[src/rtl/imem_loader.sv]
// Instruction-memory loader: assembles little-endian words from a byte stream,
// writes them to imem and holds the core until a complete image is in place.
// Optional trailing XOR checksum byte is enabled by defining CHECKSUM_EN.
module imem_loader #(
    parameter int          DEPTH_WORDS = 64,
    parameter logic [63:0] BASE_ADDR   = 64'd0
) (
    input  logic        clk,
    input  logic        reset,
    input  logic        load_start,
    input  logic        rx_valid,
    input  logic [7:0]  rx_data,
    output logic        rx_ready,
    output logic        imem_we,
    output logic [63:0] imem_addr,
    output logic [31:0] imem_wdata,
    output logic        cpu_hold,
    output logic        load_done,
    output logic        load_err,
    output logic [15:0] words_written
);

    typedef enum logic [2:0] {
        IDLE   = 3'd0,
        LEN_LO = 3'd1,
        LEN_HI = 3'd2,
        DATA   = 3'd3,
`ifdef CHECKSUM_EN
        CSUM   = 3'd4,
`endif
        DONE   = 3'd5,
        ERR    = 3'd6
    } state_t;

    localparam logic [15:0] DEPTH_W = 16'(DEPTH_WORDS);

`ifdef CHECKSUM_EN
    function automatic logic [7:0] xor_byte(input logic [7:0] acc, input logic [7:0] b);
        return acc ^ b;
    endfunction
`endif

    state_t      state_r, state_s;
    logic [15:0] len_r, len_s;
    logic [1:0]  byte_idx_r, byte_idx_s;
    logic [23:0] word_buf_r, word_buf_s;
    logic        rx_ready_r, rx_ready_s;
    logic        imem_we_r, imem_we_s;
    logic [63:0] imem_addr_r, imem_addr_s;
    logic [31:0] imem_wdata_r, imem_wdata_s;
    logic        cpu_hold_r, cpu_hold_s;
    logic        load_done_r, load_done_s;
    logic        load_err_r, load_err_s;
    logic [15:0] words_written_r, words_written_s;
    logic        accept_s;
    logic [15:0] len_full_s;
`ifdef CHECKSUM_EN
    logic [7:0]  csum_r, csum_s;
`endif

    assign accept_s   = rx_valid && rx_ready_r;
    assign len_full_s = {rx_data, len_r[7:0]};

    // Next-state and next-output computation for every register.
    always_comb begin
        state_s         = state_r;
        len_s           = len_r;
        byte_idx_s      = byte_idx_r;
        word_buf_s      = word_buf_r;
        imem_we_s       = 1'b0;
        imem_addr_s     = imem_addr_r;
        imem_wdata_s    = imem_wdata_r;
        words_written_s = words_written_r;
`ifdef CHECKSUM_EN
        csum_s          = csum_r;
`endif
        case (state_r)
            IDLE: begin
                if (load_start) begin
                    state_s         = LEN_LO;
                    words_written_s = 16'd0;
                end else begin
                    state_s = IDLE;
                end
            end
            LEN_LO: begin
                if (accept_s) begin
                    len_s[7:0] = rx_data;
                    state_s    = LEN_HI;
                end else begin
                    state_s = LEN_LO;
                end
            end
            LEN_HI: begin
                if (accept_s) begin
                    len_s           = len_full_s;
                    byte_idx_s      = 2'd0;
                    words_written_s = 16'd0;
`ifdef CHECKSUM_EN
                    csum_s          = 8'h00;
`endif
                    if (len_full_s == 16'd0) begin
`ifdef CHECKSUM_EN
                        state_s = CSUM;
`else
                        state_s = DONE;
`endif
                    end else if (len_full_s > DEPTH_W) begin
                        state_s = ERR;
                    end else begin
                        state_s = DATA;
                    end
                end else begin
                    state_s = LEN_HI;
                end
            end
            DATA: begin
                if (accept_s) begin
`ifdef CHECKSUM_EN
                    csum_s = xor_byte(csum_r, rx_data);
`endif
                    byte_idx_s = byte_idx_r + 2'd1;
                    case (byte_idx_r)
                        2'd0:    word_buf_s[7:0]   = rx_data;
                        2'd1:    word_buf_s[15:8]  = rx_data;
                        2'd2:    word_buf_s[23:16] = rx_data;
                        default: begin
                            imem_we_s       = 1'b1;
                            imem_wdata_s    = {rx_data, word_buf_r};
                            imem_addr_s     = BASE_ADDR + {46'd0, words_written_r, 2'b00};
                            words_written_s = words_written_r + 16'd1;
                        end
                    endcase
                    // Length is at least 1 here, so the count can only meet len on a word boundary.
                    if ((byte_idx_r == 2'd3) && ((words_written_r + 16'd1) == len_r)) begin
`ifdef CHECKSUM_EN
                        state_s = CSUM;
`else
                        state_s = DONE;
`endif
                    end else begin
                        state_s = DATA;
                    end
                end else begin
                    state_s = DATA;
                end
            end
`ifdef CHECKSUM_EN
            CSUM: begin
                if (accept_s) begin
                    state_s = (rx_data == csum_r) ? DONE : ERR;
                end else begin
                    state_s = CSUM;
                end
            end
`endif
            DONE, ERR: begin
                if (load_start) begin
                    state_s         = LEN_LO;
                    words_written_s = 16'd0;
                end else begin
                    state_s = state_r;
                end
            end
            default: begin
                state_s = IDLE;
            end
        endcase

        // Status flags follow the state a cycle late so done is never seen alongside the final write.
        load_done_s = (state_s == DONE) && (state_r == DONE);
        load_err_s  = (state_s == ERR) && (state_r == ERR);
        cpu_hold_s  = !load_done_s;
`ifdef CHECKSUM_EN
        rx_ready_s  = (state_s == LEN_LO) || (state_s == LEN_HI) ||
                      (state_s == DATA) || (state_s == CSUM);
`else
        rx_ready_s  = (state_s == LEN_LO) || (state_s == LEN_HI) || (state_s == DATA);
`endif
    end

    // State and output registers.
    always_ff @(posedge clk or posedge reset) begin
        if (reset) begin
            state_r         <= IDLE;
            len_r           <= 16'd0;
            byte_idx_r      <= 2'd0;
            word_buf_r      <= 24'd0;
            rx_ready_r      <= 1'b0;
            imem_we_r       <= 1'b0;
            imem_addr_r     <= BASE_ADDR;
            imem_wdata_r    <= 32'd0;
            cpu_hold_r      <= 1'b1;
            load_done_r     <= 1'b0;
            load_err_r      <= 1'b0;
            words_written_r <= 16'd0;
`ifdef CHECKSUM_EN
            csum_r          <= 8'h00;
`endif
        end else begin
            state_r         <= state_s;
            len_r           <= len_s;
            byte_idx_r      <= byte_idx_s;
            word_buf_r      <= word_buf_s;
            rx_ready_r      <= rx_ready_s;
            imem_we_r       <= imem_we_s;
            imem_addr_r     <= imem_addr_s;
            imem_wdata_r    <= imem_wdata_s;
            cpu_hold_r      <= cpu_hold_s;
            load_done_r     <= load_done_s;
            load_err_r      <= load_err_s;
            words_written_r <= words_written_s;
`ifdef CHECKSUM_EN
            csum_r          <= csum_s;
`endif
        end
    end

    assign rx_ready      = rx_ready_r;
    assign imem_we       = imem_we_r;
    assign imem_addr     = imem_addr_r;
    assign imem_wdata    = imem_wdata_r;
    assign cpu_hold      = cpu_hold_r;
    assign load_done     = load_done_r;
    assign load_err      = load_err_r;
    assign words_written = words_written_r;

endmodule

[config.mk]
export PLATFORM = sky130hd
export DESIGN_NAME = imem_loader
export DESIGN_NICKNAME = d
export VERILOG_FILES = /design/src/rtl/imem_loader.sv
export SDC_FILE = /design/constraint.sdc
export NUM_CORES = 1
export LEC_CHECK = 0
export ABC_AREA = 0
export CAP_MARGIN = 40
export CORE_ASPECT_RATIO = 0.9
export CORE_MARGIN = 8
export CORE_UTILIZATION = 51
export CTS_CLUSTER_DIAMETER = 30
export DETAILED_ROUTE_END_ITERATION = 10
export GPL_ROUTABILITY_DRIVEN = 1
export PLACE_DENSITY = 0.93
export SKIP_CTS_REPAIR_TIMING = 1
export SLEW_MARGIN = 20
export SYNTH_ARGS = -nofsm -noshare
export SYNTH_HDL_FRONTEND = slang
export SYNTH_SLANG_ARGS = --single-unit
[constraint.sdc]
create_clock -name clk -period 4.5 [get_ports clk]
set_input_delay 1.125 -clock clk [delete_from_list [all_inputs] [get_ports clk]]
set_output_delay 1.125 -clock clk [all_outputs]
set_load 0.03 [all_outputs]
**Yosys cells after proc, flatten, opt, wreduce, memory -nomap -nowiden**

Cells that the tools add are included.

- Add/subtract/negate cells: 2
- Order comparisons: 1
- Equality and inequality tests: 18
- Mux-type cells: 22
- Bitwise gates (word level): 2
- Reductions and logical operators: 23

Operator list:

| kind | number |
|---|---|
| 16-bit 2-to-1 mux | 4 |
| 16-bit one-hot mux with 3 select lines | 1 |
| 3-bit 2-to-1 mux | 6 |
| 3-bit AND reduction | 6 |
| 16-bit by 1-bit adder with 16-bit output, second input constant | 1 |
| 16-bit == test | 1 |
| 16-bit by 7-bit > comparator with 1-bit output, second input constant | 1 |
| 16-bit zero test | 1 |
| 8-bit one-hot mux with 2 select lines | 1 |
| 3-bit one-hot mux with 5 select lines | 1 |
| 3-bit by 2-bit == test with 1-bit output, second input constant | 4 |
| 3-bit == test, second input constant | 4 |
| 8-bit 2-to-1 mux | 1 |
| 3-bit by 1-bit == test with 1-bit output, second input constant | 2 |
| 2-bit 2-to-1 mux | 3 |
| 2-bit inequality test, second input constant | 3 |
| 3-bit OR reduction | 2 |
| 5-bit AND reduction | 1 |
| 2-bit == test, second input constant | 2 |
| 1-bit logical AND | 4 |
| 1-bit 2-to-1 mux | 4 |
| 2-bit one-hot mux with 2 select lines | 1 |
| 3-bit zero test | 1 |
| 3-bit nonzero test | 1 |
| 10 further kinds | 12 |

- Register bits: 114
- Input bits: 12
- Output and inout bits: 117

**Logic depth before layout (Yosys ltp)**

- Depth after elaboration: 9
- Depth in mapped cells: 9
- Gate-level depth less buffers: 7

**Worst setup path before layout**

No wires, ideal clock.

- Path type: input port to flip-flop
- Start: in rx_data[1]
- End: reg rx_ready_r (netlist: rx_ready)
- Setup time: 0.132 ns
- Arrival time: 2.606 ns
- Path slack: 1.762 ns
- Cell stages on the path: 6
- Path buffers: 0
- Cells stage by stage: or4_1 > nor4_4 > a311oi_1 > or3_1 > o21ai_0 > a21oi_1

- Word-level cells in the longest chain between the ends: 8

RTL lines:

| element | line | text |
|---|---|---|
| from (decl) | 12 | `input logic [7:0] rx_data,` |
| 16-bit by 7-bit > comparator with 1-bit output | 108 | `end else if (len_full_s > DEPTH_W) begin` |
| 3-bit 2-to-1 mux | 108 |  |
| 3-bit 2-to-1 mux * | 102 | `if (len_full_s == 16'd0) begin` |
| 3-bit 2-to-1 mux * | 95 | `if (accept_s) begin` |
| 3-bit one-hot mux with 5 select lines * | 77 | `case (state_r)` |
| 3-bit by 1-bit == test with 1-bit output or 3-bit by 2-bit == test with 1-bit output (tied branches) | 178 | `rx_ready_s = (state_s == LEN_LO) \|\| (state_s == LEN_HI) \|\| (state_s == DATA);` |
| 1-bit logical OR | 178 |  |
| 1-bit logical OR * | 178 |  |
| named net rx_ready_s | 47 | `logic rx_ready_r, rx_ready_s;` |
| to (signal assigned) | 205 | `rx_ready_r <= rx_ready_s;` |
| to (decl) | 47 |  |

Mark *: on every way through the listed nets, which the timed path passes. The rest lies on a longest branch.
A chain may end at the register's enable or synchronous reset.

**Worst setup path in the final report**

- Start: in rx_data[1]
- End: reg state_r[2]

- Word-level cells in the longest chain between the ends: 5

RTL lines:

| element | line | text |
|---|---|---|
| 16-bit by 7-bit > comparator with 1-bit output | 108 |  |
| 3-bit 2-to-1 mux | 108 |  |
| 3-bit 2-to-1 mux * | 102 |  |
| 3-bit 2-to-1 mux * | 95 |  |
| 3-bit one-hot mux with 5 select lines * | 77 |  |
| named net state_s[2] | 43 | `state_t state_r, state_s;` |
| to (signal assigned) | 201 | `state_r <= state_s;` |
| to (decl) | 43 |  |

Marks and branches as above.

==> summary.md <==
| Metric | Value |
|---|---|
| Outcome | `finished clean` |
| Post-route antenna net violation count | `0` |
| Setup TNS | `0 ps` |
| Most Used Layer, Global Route | `met2` |
| Unrepaired setup endpoints after global routing | `no` |
| H-tree levels | `4` |
| Max-cap violations | `0` |
| Die Span Y | `115.9 um` |
| Clock sink total | `114` |
| Vias per inst | `5.521` |
| Count of routing violations after the opening detailed-route iteration | `319` |
| Maximum fanout along the worst path | `7` |
| DIE AREA | `0.01473 sq mm` |
| Clk slew on worst S/H paths | `60 ps` |
| Total power density per cell area | `583.4 mW/mm^2` |
| Final hold violation count | `0` |
| Number of synthesized register bits | `114` |
| Buffers added on ports | `80` |
| Post-synthesis cell type count | `52` |
| Vias in the first global route | `4571` |
| Global routing met3 resource utilization | `6.900%` |
| Remaining design rule violation count | `0` |
| Dominant cell type by area after synthesis | `sky130_fd_sc_hd__dfrtp_1` |
| Category of the most critical setup path | `in -> reg` |
| Maximum clock rate | `319.8 MHz` |
| Half-perimeter wire length after placement | `10080 um` |
| Static Leakage | `3.329 nW` |
| Remaining global-route overflow | `0` |
| Total area of multi-input combinational cells | `0.002446 sq mm` |
| # nets final | `673` |
| Crit path capture type | `flop` |
| CTS root buf | `sky130_fd_sc_hd__clkbuf_16` |
| Sequential element share of the synthesized area | `50.43%` |
| Cell count of the worst hold path | `2` |
| List of most frequent post-synthesis cells | `174 x sky130_fd_sc_hd__nand2_1, 113 x sky130_fd_sc_hd__dfrtp_1, 53 x sky130_fd_sc_hd__buf_4, 41 x sky130_fd_sc_hd__mux2_2, 27 x sky130_fd_sc_hd__o21ai_0` |
| Global-route track usage on met1 | `24.38%` |
| Critical path startpoint category | `primary input` |
| Required time reported for the critical path endpoint | `4810 ps` |
| Cells on worst reg2reg path | `7` |
| Pin count of the biggest net entering global routing | `70` |
| Worst min-delay path category | `reg -> reg` |
| Number of iterations in the first detailed-routing pass | `5` |
| Total detailed-routing wirelength | `15010 um` |
| Max rail drop VDD | `0.3908 mV` |
| Instance count of the mapped netlist | `just under 600` |
| Die outline width | `127.0 um` |
| Cells taking the most area after synthesis | `sky130_fd_sc_hd__dfrtp_1 50%, sky130_fd_sc_hd__nand2_1 12%, sky130_fd_sc_hd__mux2_2 8.2%` |
| Clock tree buffer depth | `2` |
| Count of warnings emitted by yosys | `0` |
| All-layer global routing usage | `20.93%` |
| Floorplan row count | `36` |
| EDFF count, synth | `0` |
| Final Critical Period | `around 3100 ps` |
| Yosys top cell area share | `49.97%` |
| Routed WL per cell | `18.73 um` |
| Top FF cell, synth | `sky130_fd_sc_hd__dfrtp_1` |
| Share of the clock period used by the worst path after layout | `a little over two thirds` |
| Cell with the most instances after synthesis | `sky130_fd_sc_hd__nand2_1` |
| Setup-violating endpoint count in the final report | `0` |
| Hold Slack | `470.6 ps` |
| Slew at the pin closest to its max-slew limit | `~800 ps` |
| Initial core utilization | `between 50% and 60%` |
| Boundary Pins | `129` |
| Sequential standard cell area | `0.002854 sq mm` |
| Async set or reset register ratio after synthesis | `100.0%` |
| Share of layout cells above drive strength 1 | `14.07%` |
| Synthesized area divided by synthesized cell count | `a little under 10 sq um` |
| Clock network latency to the later pin of the worst-skew pair | `around 420 ps` |
| Placer Congestion | `0.8455` |
| Worst slew margin relative to its limit | `46.08%` |
| Core region area | `between 0.01 and 0.015 sq mm` |
| Global-route wire length before repair | `24120 um` |
| Count of inserted antenna diode cells | `0` |
| TritonCTS clock tree | `done` |
| Routed vias | `approximately 4400` |
| Antenna violations before repair | `0` |
| Met2 track demand over resource in global routing | `between 30% and 40%` |
| Clk_skew | `between 7 and 8 ps` |
| Number of pins with negative max-slew slack in the final report | `0` |
| Filler Cell Count | `846` |
| Growth of design area from synthesis to finish | `23.70%` |
| Arr. time, crit path | `3440 ps` |
| TritonCTS Buffers | `17` |
| Cell area after synthesis | `0.005659 sq mm` |
## logic make-up (layout without fill, tap and decap cells)
| family | after synthesis | count (layout) | share of synthesized area [%] |
|---|---|---|---|
| buf+inv | 87 | 129 | 9.507 |
| simple gates | 239 | 239 | 18.99 |
| compound gates | 68 | 68 | 7.915 |
| fa+ha+maj | 6 | 6 | 1.327 |
| flops | 114 | 114 | 50.43 |
| mux | 43 | 43 | 8.512 |
| other cells | 1 | 48 | 0.06626 |
| xor+xnor | 21 | 21 | 3.250 |
## layout by cell type (no fill, tap or decap), types with 7 or more instances in the layout
cell type                         count
sky130_fd_sc_hd__conb_1              48
sky130_fd_sc_hd__o21ai_0             27
sky130_fd_sc_hd__xor2_1               7
sky130_fd_sc_hd__inv_1                7
sky130_fd_sc_hd__nor2_1              20
sky130_fd_sc_hd__dfrtp_1            113
sky130_fd_sc_hd__clkdlybuf4s50_1     80
sky130_fd_sc_hd__xnor2_1             14
sky130_fd_sc_hd__nand3_1             10
sky130_fd_sc_hd__nand2_1            173
sky130_fd_sc_hd__mux2_2              41
sky130_fd_sc_hd__clkbuf_16           17
sky130_fd_sc_hd__a21oi_1              8
sky130_fd_sc_hd__buf_4                7
## metrics by stage
stage	power (mW)	utilization [%]	setup slack (ps)	instance area (sq um)	cells
detailed placement	2.655	58.73	1003	6349	767
CTS	4.080	64.43	1420	6965	799
finish	4.084	64.76	1373	7000	801
global placement	2.587	58.73	1087	6349	767
floorplan	2.295	-	360.9	5836	626
global route	4.265	64.76	1283	7000	801
## state kept, by name, summed over array words and instances (netlist names)
signal         flops
cpu_hold           1
word_buf_r        24
rx_ready           1
load_done          1
byte_idx_r         2
state_r            3
words_written     16
load_err           1
imem_we            1
len_r             16
imem_addr         16
imem_wdata        32
## routing by layer
layer | vias up | wire length, um
met2 | 206 | 7433
met5 | - | 0
met3 | 35 | 1277
met4 | 0 | 353
met1 | 2182 | 5941
li1 | 1999 | -
## worst paths after layout
path                       slack (ps)        startpoint             end
min reg2reg                       470      imem_addr[9]    imem_addr[9]
max reg2reg                      1700  words_written[0]      state_r[1]
min                               470      imem_addr[9]    imem_addr[9]
min in group asynchronous         940             reset   imem_addr[12]
max                              1370        rx_data[1]      state_r[2]
max in group asynchronous        2680             reset  word_buf_r[19]
## power breakdown
part           total, mW  switching, mW  leakage, nW  internal (mW)
clock network       1.39          0.502        0.290          0.892
logic               1.13          0.632         1.52          0.496
registers           1.56          0.261         1.52           1.30
## critical path, stage by stage
cell	delay, ps
sky130_fd_sc_hd__clkdlybuf4s50_1	530
sky130_fd_sc_hd__or4_1	670
sky130_fd_sc_hd__nor4_4	310
sky130_fd_sc_hd__o211ai_1	160
sky130_fd_sc_hd__a211oi_1	390
sky130_fd_sc_hd__a21bo_1	250
## area by class of cell
type / count / share of cell area, %
well taps: 133 / 2.377
clock buffers: 18 / 6.273
repair buffers: 88 / 12.58
multi-input cells: 425 / 34.94
flip-flops and latches: 114 / 40.77
inverters: 9 / 0.5183
clock inverters: 14 / 2.538
(Power assumes the default switching activity.)
